File: config.mk
export PLATFORM = sky130hd
export DESIGN_NAME = mc_ctrl_fsm_flat
export DESIGN_NICKNAME = d
export VERILOG_FILES = /design/src/rtl/mc_ctrl_fsm_if.sv /design/src/rtl/mc_ctrl_fsm.sv /design/src/flat_wrapper.sv
export SDC_FILE = /design/constraint.sdc
export NUM_CORES = 1
export LEC_CHECK = 0
export ABC_AREA = 1
export BUFFER_PORTS_ARGS = -buffer_cell sky130_fd_sc_hd__buf_4
export CAP_MARGIN = 10
export CORE_ASPECT_RATIO = 1.5
export CORE_MARGIN = 2
export CORE_UTILIZATION = 30
export CTS_CLUSTER_DIAMETER = 120
export DETAILED_ROUTE_END_ITERATION = 10
export PLACE_DENSITY = 0.5
export SLEW_MARGIN = 5
export SYNTH_ARGS = -nofsm -noshare
export SYNTH_HDL_FRONTEND = slang
export SYNTH_SLANG_ARGS = --single-unit
export TNS_END_PERCENT = 20
File: constraint.sdc
create_clock -name clk -period 2.2 [get_ports clk]
set_input_delay 0.11 -clock clk [delete_from_list [all_inputs] [get_ports clk]]
set_output_delay 0.11 -clock clk [all_outputs]
set_load 0.05 [all_outputs]
File: src/rtl/mc_ctrl_fsm_if.sv
// Control/status bundle between the multi-cycle CPU control FSM (master)
// and the datapath (slave). Instruction fields and ALU/memory flags flow
// into the FSM; enables, selects and the ALU operation code flow out.
interface mc_ctrl_fsm_if #(
  parameter int ST_W = 4
);
  logic [5:0]      opcode;
  logic [5:0]      funct;
  logic            zero;
  logic            overflow;
  logic            mem_ready;
  logic            PCWrite;
  logic            PCWriteCond;
  logic            IorD;
  logic            MemRead;
  logic            MemWrite;
  logic            IRWrite;
  logic            RegWrite;
  logic [1:0]      RegDst;
  logic [1:0]      MemtoReg;
  logic [1:0]      ALUSrcA;
  logic [1:0]      ALUSrcB;
  logic            ext_zero;
  logic [1:0]      PCSource;
  logic [3:0]      ALU_operation;
  logic [ST_W-1:0] state;
  logic            illegal;

  modport master (
    input  opcode, funct, zero, overflow, mem_ready,
    output PCWrite, PCWriteCond, IorD, MemRead, MemWrite, IRWrite, RegWrite,
           RegDst, MemtoReg, ALUSrcA, ALUSrcB, ext_zero, PCSource,
           ALU_operation, state, illegal
  );

  modport slave (
    output opcode, funct, zero, overflow, mem_ready,
    input  PCWrite, PCWriteCond, IorD, MemRead, MemWrite, IRWrite, RegWrite,
           RegDst, MemtoReg, ALUSrcA, ALUSrcB, ext_zero, PCSource,
           ALU_operation, state, illegal
  );
endinterface

File: src/rtl/mc_ctrl_fsm.sv
// Main control FSM of the multi-cycle MIPS-subset CPU. Sequences fetch,
// decode, execute, memory and write-back; stalls on mem_ready in the memory
// states and suppresses write-back of add/sub/addi on signed overflow.
// Outputs are decoded from the state; while rst_n is low they are all 0.
module mc_ctrl_fsm #(
  parameter int ST_W     = 4,
  parameter bit WAIT_MEM = 1'b1
) (
  input  logic          clk,
  input  logic          rst_n,
  mc_ctrl_fsm_if.master bus
);

  localparam logic [ST_W-1:0] S_IF  = ST_W'(0);
  localparam logic [ST_W-1:0] S_ID  = ST_W'(1);
  localparam logic [ST_W-1:0] S_MA  = ST_W'(2);
  localparam logic [ST_W-1:0] S_MR  = ST_W'(3);
  localparam logic [ST_W-1:0] S_LWB = ST_W'(4);
  localparam logic [ST_W-1:0] S_MW  = ST_W'(5);
  localparam logic [ST_W-1:0] S_RX  = ST_W'(6);
  localparam logic [ST_W-1:0] S_RWB = ST_W'(7);
  localparam logic [ST_W-1:0] S_BR  = ST_W'(8);
  localparam logic [ST_W-1:0] S_J   = ST_W'(9);
  localparam logic [ST_W-1:0] S_IX  = ST_W'(10);
  localparam logic [ST_W-1:0] S_IWB = ST_W'(11);
  localparam logic [ST_W-1:0] S_JAL = ST_W'(12);
  localparam logic [ST_W-1:0] S_JR  = ST_W'(13);
  localparam logic [ST_W-1:0] S_ERR = ST_W'(14);

  localparam logic [5:0] OP_RTYPE = 6'b000000;
  localparam logic [5:0] OP_J     = 6'b000010;
  localparam logic [5:0] OP_JAL   = 6'b000011;
  localparam logic [5:0] OP_BEQ   = 6'b000100;
  localparam logic [5:0] OP_BNE   = 6'b000101;
  localparam logic [5:0] OP_ADDI  = 6'b001000;
  localparam logic [5:0] OP_SLTI  = 6'b001010;
  localparam logic [5:0] OP_ANDI  = 6'b001100;
  localparam logic [5:0] OP_ORI   = 6'b001101;
  localparam logic [5:0] OP_XORI  = 6'b001110;
  localparam logic [5:0] OP_LW    = 6'b100011;
  localparam logic [5:0] OP_SW    = 6'b101011;

  localparam logic [5:0] F_SLL = 6'b000000;
  localparam logic [5:0] F_SRL = 6'b000010;
  localparam logic [5:0] F_JR  = 6'b001000;
  localparam logic [5:0] F_ADD = 6'b100000;
  localparam logic [5:0] F_SUB = 6'b100010;
  localparam logic [5:0] F_AND = 6'b100100;
  localparam logic [5:0] F_OR  = 6'b100101;
  localparam logic [5:0] F_XOR = 6'b100110;
  localparam logic [5:0] F_NOR = 6'b100111;
  localparam logic [5:0] F_SLT = 6'b101010;

  localparam logic [3:0] ALU_AND = 4'b0000;
  localparam logic [3:0] ALU_OR  = 4'b0001;
  localparam logic [3:0] ALU_ADD = 4'b0010;
  localparam logic [3:0] ALU_XOR = 4'b0011;
  localparam logic [3:0] ALU_NOR = 4'b0100;
  localparam logic [3:0] ALU_SRL = 4'b0101;
  localparam logic [3:0] ALU_SUB = 4'b0110;
  localparam logic [3:0] ALU_SLT = 4'b0111;
  localparam logic [3:0] ALU_SLL = 4'b1000;

  logic [ST_W-1:0] r_state;
  logic [ST_W-1:0] w_state_next;
  logic            r_ovf;
  logic            r_illegal;
  logic [3:0]      r_alu_op;

  logic       w_rdy;
  logic       w_taken;
  logic [3:0] w_r_alu;
  logic       w_r_legal;
  logic       w_r_shift;
  logic       w_r_ovf_chk;
  logic [3:0] w_i_alu;
  logic       w_is_imm;
  logic       w_i_ext_zero;
  logic       w_i_ovf_chk;

  logic       w_pcw, w_pcwc, w_iord, w_mrd, w_mwr, w_irw, w_rw, w_extz;
  logic [1:0] w_regdst, w_memtoreg, w_srca, w_srcb, w_pcsrc;
  logic [3:0] w_alu;

  // With single-cycle memory every access completes immediately
  assign w_rdy   = WAIT_MEM ? bus.mem_ready : 1'b1;
  // Only beq/bne reach BR, so anything that is not bne branches on zero
  assign w_taken = (bus.opcode == OP_BNE) ? ~bus.zero : bus.zero;

  // Function-field decode of R-type ALU instructions (jr handled in dispatch)
  always_comb begin
    w_r_alu     = ALU_AND;
    w_r_legal   = 1'b1;
    w_r_shift   = 1'b0;
    w_r_ovf_chk = 1'b0;
    case (bus.funct)
      F_ADD: begin w_r_alu = ALU_ADD; w_r_ovf_chk = 1'b1; end
      F_SUB: begin w_r_alu = ALU_SUB; w_r_ovf_chk = 1'b1; end
      F_AND: w_r_alu = ALU_AND;
      F_OR:  w_r_alu = ALU_OR;
      F_XOR: w_r_alu = ALU_XOR;
      F_NOR: w_r_alu = ALU_NOR;
      F_SLT: w_r_alu = ALU_SLT;
      F_SRL: begin w_r_alu = ALU_SRL; w_r_shift = 1'b1; end
      F_SLL: begin w_r_alu = ALU_SLL; w_r_shift = 1'b1; end
      default: w_r_legal = 1'b0;
    endcase
  end

  // Opcode decode of immediate ALU instructions
  always_comb begin
    w_i_alu      = ALU_ADD;
    w_is_imm     = 1'b1;
    w_i_ext_zero = 1'b0;
    w_i_ovf_chk  = 1'b0;
    case (bus.opcode)
      OP_ADDI: w_i_ovf_chk = 1'b1;
      OP_ANDI: begin w_i_alu = ALU_AND; w_i_ext_zero = 1'b1; end
      OP_ORI:  begin w_i_alu = ALU_OR;  w_i_ext_zero = 1'b1; end
      OP_XORI: begin w_i_alu = ALU_XOR; w_i_ext_zero = 1'b1; end
      OP_SLTI: w_i_alu = ALU_SLT;
      default: w_is_imm = 1'b0;
    endcase
  end

  // Next-state logic, including the decode dispatch out of ID
  always_comb begin
    w_state_next = r_state;
    case (r_state)
      S_IF:  if (w_rdy) w_state_next = S_ID;
      S_ID: begin
        if (bus.opcode == OP_LW || bus.opcode == OP_SW) w_state_next = S_MA;
        else if (bus.opcode == OP_RTYPE) begin
          if (bus.funct == F_JR)  w_state_next = S_JR;
          else if (w_r_legal)     w_state_next = S_RX;
          else                    w_state_next = S_ERR;
        end
        else if (bus.opcode == OP_BEQ || bus.opcode == OP_BNE) w_state_next = S_BR;
        else if (bus.opcode == OP_J)   w_state_next = S_J;
        else if (bus.opcode == OP_JAL) w_state_next = S_JAL;
        else if (w_is_imm)             w_state_next = S_IX;
        else                           w_state_next = S_ERR;
      end
      S_MA:  w_state_next = (bus.opcode == OP_LW) ? S_MR : S_MW;
      S_MR:  if (w_rdy) w_state_next = S_LWB;
      S_MW:  if (w_rdy) w_state_next = S_IF;
      S_RX:  w_state_next = S_RWB;
      S_IX:  w_state_next = S_IWB;
      S_LWB, S_RWB, S_IWB, S_BR, S_J, S_JAL, S_JR: w_state_next = S_IF;
      S_ERR: w_state_next = S_ERR;
      default: w_state_next = S_ERR;
    endcase
  end

  // Per-state control word before reset gating
  always_comb begin
    w_pcw = 1'b0; w_pcwc = 1'b0; w_iord = 1'b0; w_mrd = 1'b0;
    w_mwr = 1'b0; w_irw = 1'b0; w_rw = 1'b0; w_extz = 1'b0;
    w_regdst = 2'd0; w_memtoreg = 2'd0; w_srca = 2'd0; w_srcb = 2'd0;
    w_pcsrc = 2'd0; w_alu = ALU_AND;
    case (r_state)
      S_IF: begin
        w_mrd = 1'b1; w_srcb = 2'd1; w_alu = ALU_ADD;
        w_irw = w_rdy; w_pcw = w_rdy;
      end
      S_ID:  begin w_srcb = 2'd3; w_alu = ALU_ADD; end
      S_MA:  begin w_srca = 2'd1; w_srcb = 2'd2; w_alu = ALU_ADD; end
      S_MR:  begin w_mrd = 1'b1; w_iord = 1'b1; end
      S_LWB: begin w_rw = 1'b1; w_memtoreg = 2'd1; end
      S_MW:  begin w_mwr = 1'b1; w_iord = 1'b1; end
      S_RX: begin
        w_srca = w_r_shift ? 2'd2 : 2'd1;
        w_alu  = w_r_alu;
      end
      S_RWB: begin
        w_regdst = 2'd1; w_alu = r_alu_op;
        w_rw = ~(w_r_ovf_chk & r_ovf);
      end
      S_BR: begin
        w_srca = 2'd1; w_alu = ALU_SUB; w_pcsrc = 2'd1; w_pcwc = w_taken;
      end
      S_J:   begin w_pcsrc = 2'd2; w_pcw = 1'b1; end
      S_JAL: begin
        w_pcsrc = 2'd2; w_pcw = 1'b1; w_rw = 1'b1;
        w_regdst = 2'd2; w_memtoreg = 2'd2;
      end
      S_JR:  begin w_pcsrc = 2'd3; w_pcw = 1'b1; end
      S_IX: begin
        w_srca = 2'd1; w_srcb = 2'd2; w_extz = w_i_ext_zero; w_alu = w_i_alu;
      end
      S_IWB: begin
        w_alu = r_alu_op;
        w_rw  = ~(w_i_ovf_chk & r_ovf);
      end
      default: ;
    endcase
  end

  // State, overflow/ALU-op capture at end of execute, sticky illegal flag
  always_ff @(posedge clk or negedge rst_n) begin
    if (!rst_n) begin
      r_state   <= S_IF;
      r_ovf     <= 1'b0;
      r_illegal <= 1'b0;
      r_alu_op  <= ALU_AND;
    end else begin
      r_state <= w_state_next;
      if (r_state == S_RX || r_state == S_IX) begin
        r_ovf    <= bus.overflow;
        r_alu_op <= w_alu;
      end
      if (w_state_next == S_ERR) r_illegal <= 1'b1;
    end
  end

  // Everything is held at 0 while reset is asserted, so no stray strobe
  // escapes during the asynchronous reset window
  assign bus.PCWrite       = rst_n & w_pcw;
  assign bus.PCWriteCond   = rst_n & w_pcwc;
  assign bus.IorD          = rst_n & w_iord;
  assign bus.MemRead       = rst_n & w_mrd;
  assign bus.MemWrite      = rst_n & w_mwr;
  assign bus.IRWrite       = rst_n & w_irw;
  assign bus.RegWrite      = rst_n & w_rw;
  assign bus.ext_zero      = rst_n & w_extz;
  assign bus.RegDst        = rst_n ? w_regdst   : 2'd0;
  assign bus.MemtoReg      = rst_n ? w_memtoreg : 2'd0;
  assign bus.ALUSrcA       = rst_n ? w_srca     : 2'd0;
  assign bus.ALUSrcB       = rst_n ? w_srcb     : 2'd0;
  assign bus.PCSource      = rst_n ? w_pcsrc    : 2'd0;
  assign bus.ALU_operation = rst_n ? w_alu      : 4'd0;
  assign bus.state         = r_state;
  assign bus.illegal       = r_illegal;

endmodule

File: src/flat_wrapper.sv
// flat-port wrapper written by rule: the top's interface ports become plain ports
module mc_ctrl_fsm_flat 
#(
  parameter int ST_W     = 4,
  parameter bit WAIT_MEM = 1'b1
)
  (clk, rst_n, bus_opcode, bus_funct, bus_zero, bus_overflow, bus_mem_ready, bus_PCWrite, bus_PCWriteCond, bus_IorD, bus_MemRead, bus_MemWrite, bus_IRWrite, bus_RegWrite, bus_RegDst, bus_MemtoReg, bus_ALUSrcA, bus_ALUSrcB, bus_ext_zero, bus_PCSource, bus_ALU_operation, bus_state, bus_illegal);
  mc_ctrl_fsm_if #(.ST_W(ST_W)) bus_i ();
  input  logic clk;
  input  logic rst_n;
  input wire logic [$bits(bus_i.opcode)-1:0] bus_opcode;
  input wire logic [$bits(bus_i.funct)-1:0] bus_funct;
  input wire logic [$bits(bus_i.zero)-1:0] bus_zero;
  input wire logic [$bits(bus_i.overflow)-1:0] bus_overflow;
  input wire logic [$bits(bus_i.mem_ready)-1:0] bus_mem_ready;
  output wire logic [$bits(bus_i.PCWrite)-1:0] bus_PCWrite;
  output wire logic [$bits(bus_i.PCWriteCond)-1:0] bus_PCWriteCond;
  output wire logic [$bits(bus_i.IorD)-1:0] bus_IorD;
  output wire logic [$bits(bus_i.MemRead)-1:0] bus_MemRead;
  output wire logic [$bits(bus_i.MemWrite)-1:0] bus_MemWrite;
  output wire logic [$bits(bus_i.IRWrite)-1:0] bus_IRWrite;
  output wire logic [$bits(bus_i.RegWrite)-1:0] bus_RegWrite;
  output wire logic [$bits(bus_i.RegDst)-1:0] bus_RegDst;
  output wire logic [$bits(bus_i.MemtoReg)-1:0] bus_MemtoReg;
  output wire logic [$bits(bus_i.ALUSrcA)-1:0] bus_ALUSrcA;
  output wire logic [$bits(bus_i.ALUSrcB)-1:0] bus_ALUSrcB;
  output wire logic [$bits(bus_i.ext_zero)-1:0] bus_ext_zero;
  output wire logic [$bits(bus_i.PCSource)-1:0] bus_PCSource;
  output wire logic [$bits(bus_i.ALU_operation)-1:0] bus_ALU_operation;
  output wire logic [$bits(bus_i.state)-1:0] bus_state;
  output wire logic [$bits(bus_i.illegal)-1:0] bus_illegal;
  assign bus_i.opcode = bus_opcode;
  assign bus_i.funct = bus_funct;
  assign bus_i.zero = bus_zero;
  assign bus_i.overflow = bus_overflow;
  assign bus_i.mem_ready = bus_mem_ready;
  assign bus_PCWrite = bus_i.PCWrite;
  assign bus_PCWriteCond = bus_i.PCWriteCond;
  assign bus_IorD = bus_i.IorD;
  assign bus_MemRead = bus_i.MemRead;
  assign bus_MemWrite = bus_i.MemWrite;
  assign bus_IRWrite = bus_i.IRWrite;
  assign bus_RegWrite = bus_i.RegWrite;
  assign bus_RegDst = bus_i.RegDst;
  assign bus_MemtoReg = bus_i.MemtoReg;
  assign bus_ALUSrcA = bus_i.ALUSrcA;
  assign bus_ALUSrcB = bus_i.ALUSrcB;
  assign bus_ext_zero = bus_i.ext_zero;
  assign bus_PCSource = bus_i.PCSource;
  assign bus_ALU_operation = bus_i.ALU_operation;
  assign bus_state = bus_i.state;
  assign bus_illegal = bus_i.illegal;
  mc_ctrl_fsm #(.ST_W(ST_W), .WAIT_MEM(WAIT_MEM)) u_core (.clk(clk), .rst_n(rst_n), .bus(bus_i));
endmodule
# ---- Word-level counts from Yosys, hierarchy flattened
# Index checks and enable logic that the tools add are counted.
dict set report totals {
  regBits 10
  latch_bits 0
  mem_bits_rw 0
  romBits 0
  out_inout_bits 27
  wordCells 115
  memories 0
}
dict set report op_classes {
  addsub 0
  n_mul 0
  n_div 0
  order_cmp 0
  eq_ne 34
  shifts 0
  n_mux 43
  bitwise 13
  n_reduce_logical 21
}
# op count
set op_table {}
lappend op_table {{4-bit case mux with 8 select lines} 2}
lappend op_table {{6-bit == test, second input constant} 9}
lappend op_table {{4-bit two-way mux} 11}
lappend op_table {{6-bit by 4-bit == test with 1-bit output, second input constant} 6}
lappend op_table {{4-bit == test, second input constant} 7}
lappend op_table {{4-bit case mux with 5 select lines} 1}
lappend op_table {{6-bit by 2-bit == test with 1-bit output, second input constant} 3}
lappend op_table {{4-bit by 3-bit == test with 1-bit output, second input constant} 4}
lappend op_table {{2-bit OR reduction} 8}
lappend op_table {{1-bit two-way mux} 13}
lappend op_table {{6-bit by 3-bit == test with 1-bit output, second input constant} 2}
lappend op_table {{6-bit logical NOT} 2}
lappend op_table {{2-bit two-way mux} 6}
lappend op_table {{2-bit case mux with 2 select lines} 3}
lappend op_table {{2-bit case mux with 3 select lines} 2}
lappend op_table {{3-bit case mux with 4 select lines} 1}
lappend op_table {{3-bit OR reduction} 4}
lappend op_table {{1-bit bitwise AND} 10}
lappend op_table {{9-bit OR reduction} 1}
lappend op_table {{4-bit by 2-bit == test with 1-bit output, second input constant} 2}
lappend op_table {{7-bit OR reduction} 1}
lappend op_table {{3-bit two-way mux} 2}
lappend op_table {{5-bit OR reduction} 1}
lappend op_table {{4-bit by 1-bit == test with 1-bit output, second input constant} 1}
lappend op_table {{5 further kinds} 9}

# ---- Logic depth before layout (Yosys ltp)
dict set report depth {
  depth_word 11
  mapped_depth 10
  ltp_nobuf 10
}

# ---- Worst setup path after synthesis
# Ideal clock, no wire load.
dict set report synth_timing {
  path_kind {register -> output}
  start {register u_core.r_state[1] (netlist: u_core.bus.state[1])}
  end {output port bus_ext_zero}
  arrival_ns 2.588
  required_time_ns 2.090
  path_slack_ns -0.498
  path_stages_with_launch 5
  cell_sequence {dfrtp_1 > nand2_2 > inv_2 > nand2_1 > nor4_1}
}
dict set report synth_between {
  elab_chain_len 3
}
# item line
set synth_rtl {}
lappend synth_rtl {{start: declaration} mc_ctrl_fsm.sv:64} ;# logic [ST_W-1:0] r_state;
lappend synth_rtl {{start signal: assignment} mc_ctrl_fsm.sv:207} ;# r_state <= w_state_next;
lappend synth_rtl {{4-bit == test} mc_ctrl_fsm.sv:161} ;# case (r_state)
lappend synth_rtl {{1-bit two-way mux} mc_ctrl_fsm.sv:161}
lappend synth_rtl {{1-bit bitwise AND} mc_ctrl_fsm.sv:225} ;# assign bus.ext_zero = rst_n & w_extz;
lappend synth_rtl {{end: declaration} flat_wrapper.sv:27} ;# output wire logic [$bits(bus_i.ext_zero)-1:0] bus_ext_zero;
# Every way passes these cells.

# ---- Final worst setup path
dict set report layout_timing {
  start {input port rst_n}
  end {output port bus_MemtoReg[0]}
}
dict set report layout_between {
  elab_chain_len 1
}
# item line
set layout_rtl {}
lappend layout_rtl {{start: declaration} flat_wrapper.sv:10} ;# input logic rst_n;
lappend layout_rtl {{2-bit two-way mux} mc_ctrl_fsm.sv:227} ;# assign bus.MemtoReg = rst_n ? w_memtoreg : 2'd0;
lappend layout_rtl {{end: declaration} flat_wrapper.sv:24} ;# output wire logic [$bits(bus_i.MemtoReg)-1:0] bus_MemtoReg;
# Every way passes these cells.

==> results.md <==
- Mapped Area: 1170 sq um
- Clock Latency Late Sink: 0.23 ns
- Post-synth EDFFs: 0
- Max-slew violation count: 0
- Detailed Route Iter0 Violations: 46
- Gpl congestion: 0.841
- # DRC: 0
- Total wire length: 3810 um
- Final layout net count: 284
- Reg area: roughly 250 sq um
- Mapped Cells: 218
- Multi-input gate area: 788 sq um
- Die height: 80.4 um
- Via density: between 4 and 5
- Initial Util: 0.314
- Die Wd: 54.9 um
- Worst VDD drop: 401 uV
- Area fraction of the dominant cell type after synthesis: 0.214
- WP data arrival: 1.84 ns
- Pin count of the biggest net entering global routing: 14
- Critical Path Fanout Max: 13
- Library cells used by synthesis: 23
- Gate power share: 0.169
- Status: complete, no violations
- Setup violators final: 0
- Slew @ Worst Pin: slightly above 0.4 ns
- Yosys top cell by area: dfrtp_1
- FP Rows: 27
- Clock power share: 0.456
- Hold Slack: 0.0855 ns
- FMAX: between 500 and 600 MHz
- Crit path launch type: primary input
- Yosys warnings: 0
- Via count: 1,468
- Ant diodes: 0
- Layout cell share with drive strength beyond 1: 0.233
- Syn_nets: 235
- Hold Path Class: in2reg
- Type of the worst setup path: in2out
- Overall Global Routing Usage: 0.187
- Die area: 4420 sq um
- First-pass GRT wire length: 6230 um
- Switch share: 0.238
- Avg Cell Area, Syn: 5.35 sq um
- CTS Buffer Depth: 2
- Detail Route Antenna Nets: 0
- GR Overflow Total: 0
- TritonCTS clock tree: built
- Part of the power in registers: 0.375
- Clock sinks: 10
- Initial antenna violation count: 0
- Worst relative slew slack: 0.730
- Switching pwr: 0.000117 W
- Placed inst area: about 1600 sq um
- Setup Skew: 0.00159 ns
- Clock transition at path regs: 0.05 ns
- Total CTS buffers: 3
- Setup TNS: 0 ns
- Pleak: 0.887 nW
- Fin crit period: 1.95 ns
- PortBufs: 43
- Pwr/cell area: 304 nW/um^2
- Ranking of synthesized cells by area: dfrtp_1 (21%), nand2_1 (21%), nor2_1 (13%)
- Hpwl dp: around 3300 um
- Most frequent cells in the layout: nand2_1 (65), buf_4 (44), nor2_1 (39)
- I/O Pins: 44
- Finished Cell Area: 1620 sq um
- Area grow syn2layout: 38.7%
- Top FF cell, synth: dfrtp_1
- RSZ-0062 raised after global routing: no
- Flops & latches, synth: 10
- Root buffer cell: clkbuf_8
- Drt wl/cell: 12.3 um
- Core area: 3720 sq um
- Max-cap violations: 0
- CTS resizes: 0
- Register area share after synthesis: 0.214
- Final count of hold timing violations: 0
- Htree depth: 1
- FFs w/ async S/R, synth: 1.00
- Vias in the first global route: approximately 1,400
- Crit path required time: 2.09 ns
- CP endpoint kind: output pin
- Cts hold-fix bufs: 1
- Pre-Repair DR Iteration Count: 4
- Cell-internal power: 0.000375 W
- Commonest non-fill, non-tap cell in the layout: nand2_1
- Final-layout fill cell count: 433
- Post-CTS Setup Repair Bufs: 0
- Final cycle utilization of the critical path: 0.885
[through the flow]
step | cells | worst slack [ns] | power (W) | utilization
2_1_floorplan | 218 | -0.372 | 0.000225 | -
6_report | 309 | 0.253 | 0.000492 | 0.436
3_3_place_gp | 304 | 0.481 | 0.000270 | 0.418
4_1_cts | 309 | 0.238 | 0.000503 | 0.436
3_5_place_dp | 304 | 0.508 | 0.000269 | 0.418
5_1_grt | 309 | 0.0595 | 0.000518 | 0.436
[final timing paths]
kind                                                  end  cells past startpoint  slack (ns)                           start
setup / recovery                          bus_MemtoReg[0]                      6        0.25                           rst_n
hold / removal                   u_core.r_ovf$_DFFE_PN0P_                      3        0.09                    bus_overflow
setup reg to reg           u_core.bus.illegal$_DFFE_PN0N_                      8        0.65   u_core.bus.state[0]$_DFF_PN0_
hold reg to reg            u_core.bus.illegal$_DFFE_PN0N_                      2        0.46  u_core.bus.illegal$_DFFE_PN0N_
max in group asynchronous  u_core.bus.illegal$_DFFE_PN0N_                      2        1.79                           rst_n
min in group asynchronous   u_core.bus.state[0]$_DFF_PN0_                      2        0.26                           rst_n
[power by group through the flow]
stage	Combinational [W]	Sequential, W	Clock (W)
2_1_floorplan	0.0000373	0.000187	0
3_3_place_gp	0.0000829	0.000187	0
3_5_place_dp	0.0000821	0.000187	0
4_1_cts	0.0000838	0.000184	0.000235
5_1_grt	0.0000938	0.000184	0.000240
6_report	0.0000830	0.000184	0.000224
[sequential cells by signal (all words and copies together) (netlist names)]
register and flops:
u_core.bus.illegal 1, u_core.bus.state 4, u_core.r_alu_op 4, u_core.r_ovf 1
[cell families (layout without fill, tap and decap cells)]
family | Yosys count | count (layout) | synth area share
buf+inv | 36 | 84 | 0.116
simple gates | 145 | 145 | 0.534
xor+xnor | 1 | 1 | 0.00750
flops | 10 | 10 | 0.214
compound gates | 26 | 26 | 0.129
[critical path, stage by stage]
cell,delay [ns]
dlygate4sd3_1,0.53
buf_4,0.20
clkinv_1,0.23
buf_4,0.25
nor4_1,0.26
buf_4,0.25
[layer usage]
metal,up-vias,global-route usage,share of wire
li1,791,-,-
met1,630,0.211,0.40
met2,43,0.355,0.55
met3,4,0.0316,0.046
met4,0,0.0268,0.0063
met5,-,0,0
[cell type report]
type	count	share of cell area
Clock buffer	4	0.0340
Inverter	35	0.0811
Multi-Input combinational cell	172	0.487
Sequential cell	10	0.155
Tap cell	43	0.0332
Timing Repair Buffer	45	0.210
[cell usage after synthesis, types with 2 or more instances]
library cell  number
nand4_1            4
nand3_1           25
a21oi_1           11
nor3_1             2
nor2_2             4
o21a_1             5
a31oi_1            2
inv_1             28
nand2_1           65
o21ai_0            6
nor2_1            39
inv_2              6
nor4_1             2
dfrtp_1           10
Power figures use the tool's default switching activity.
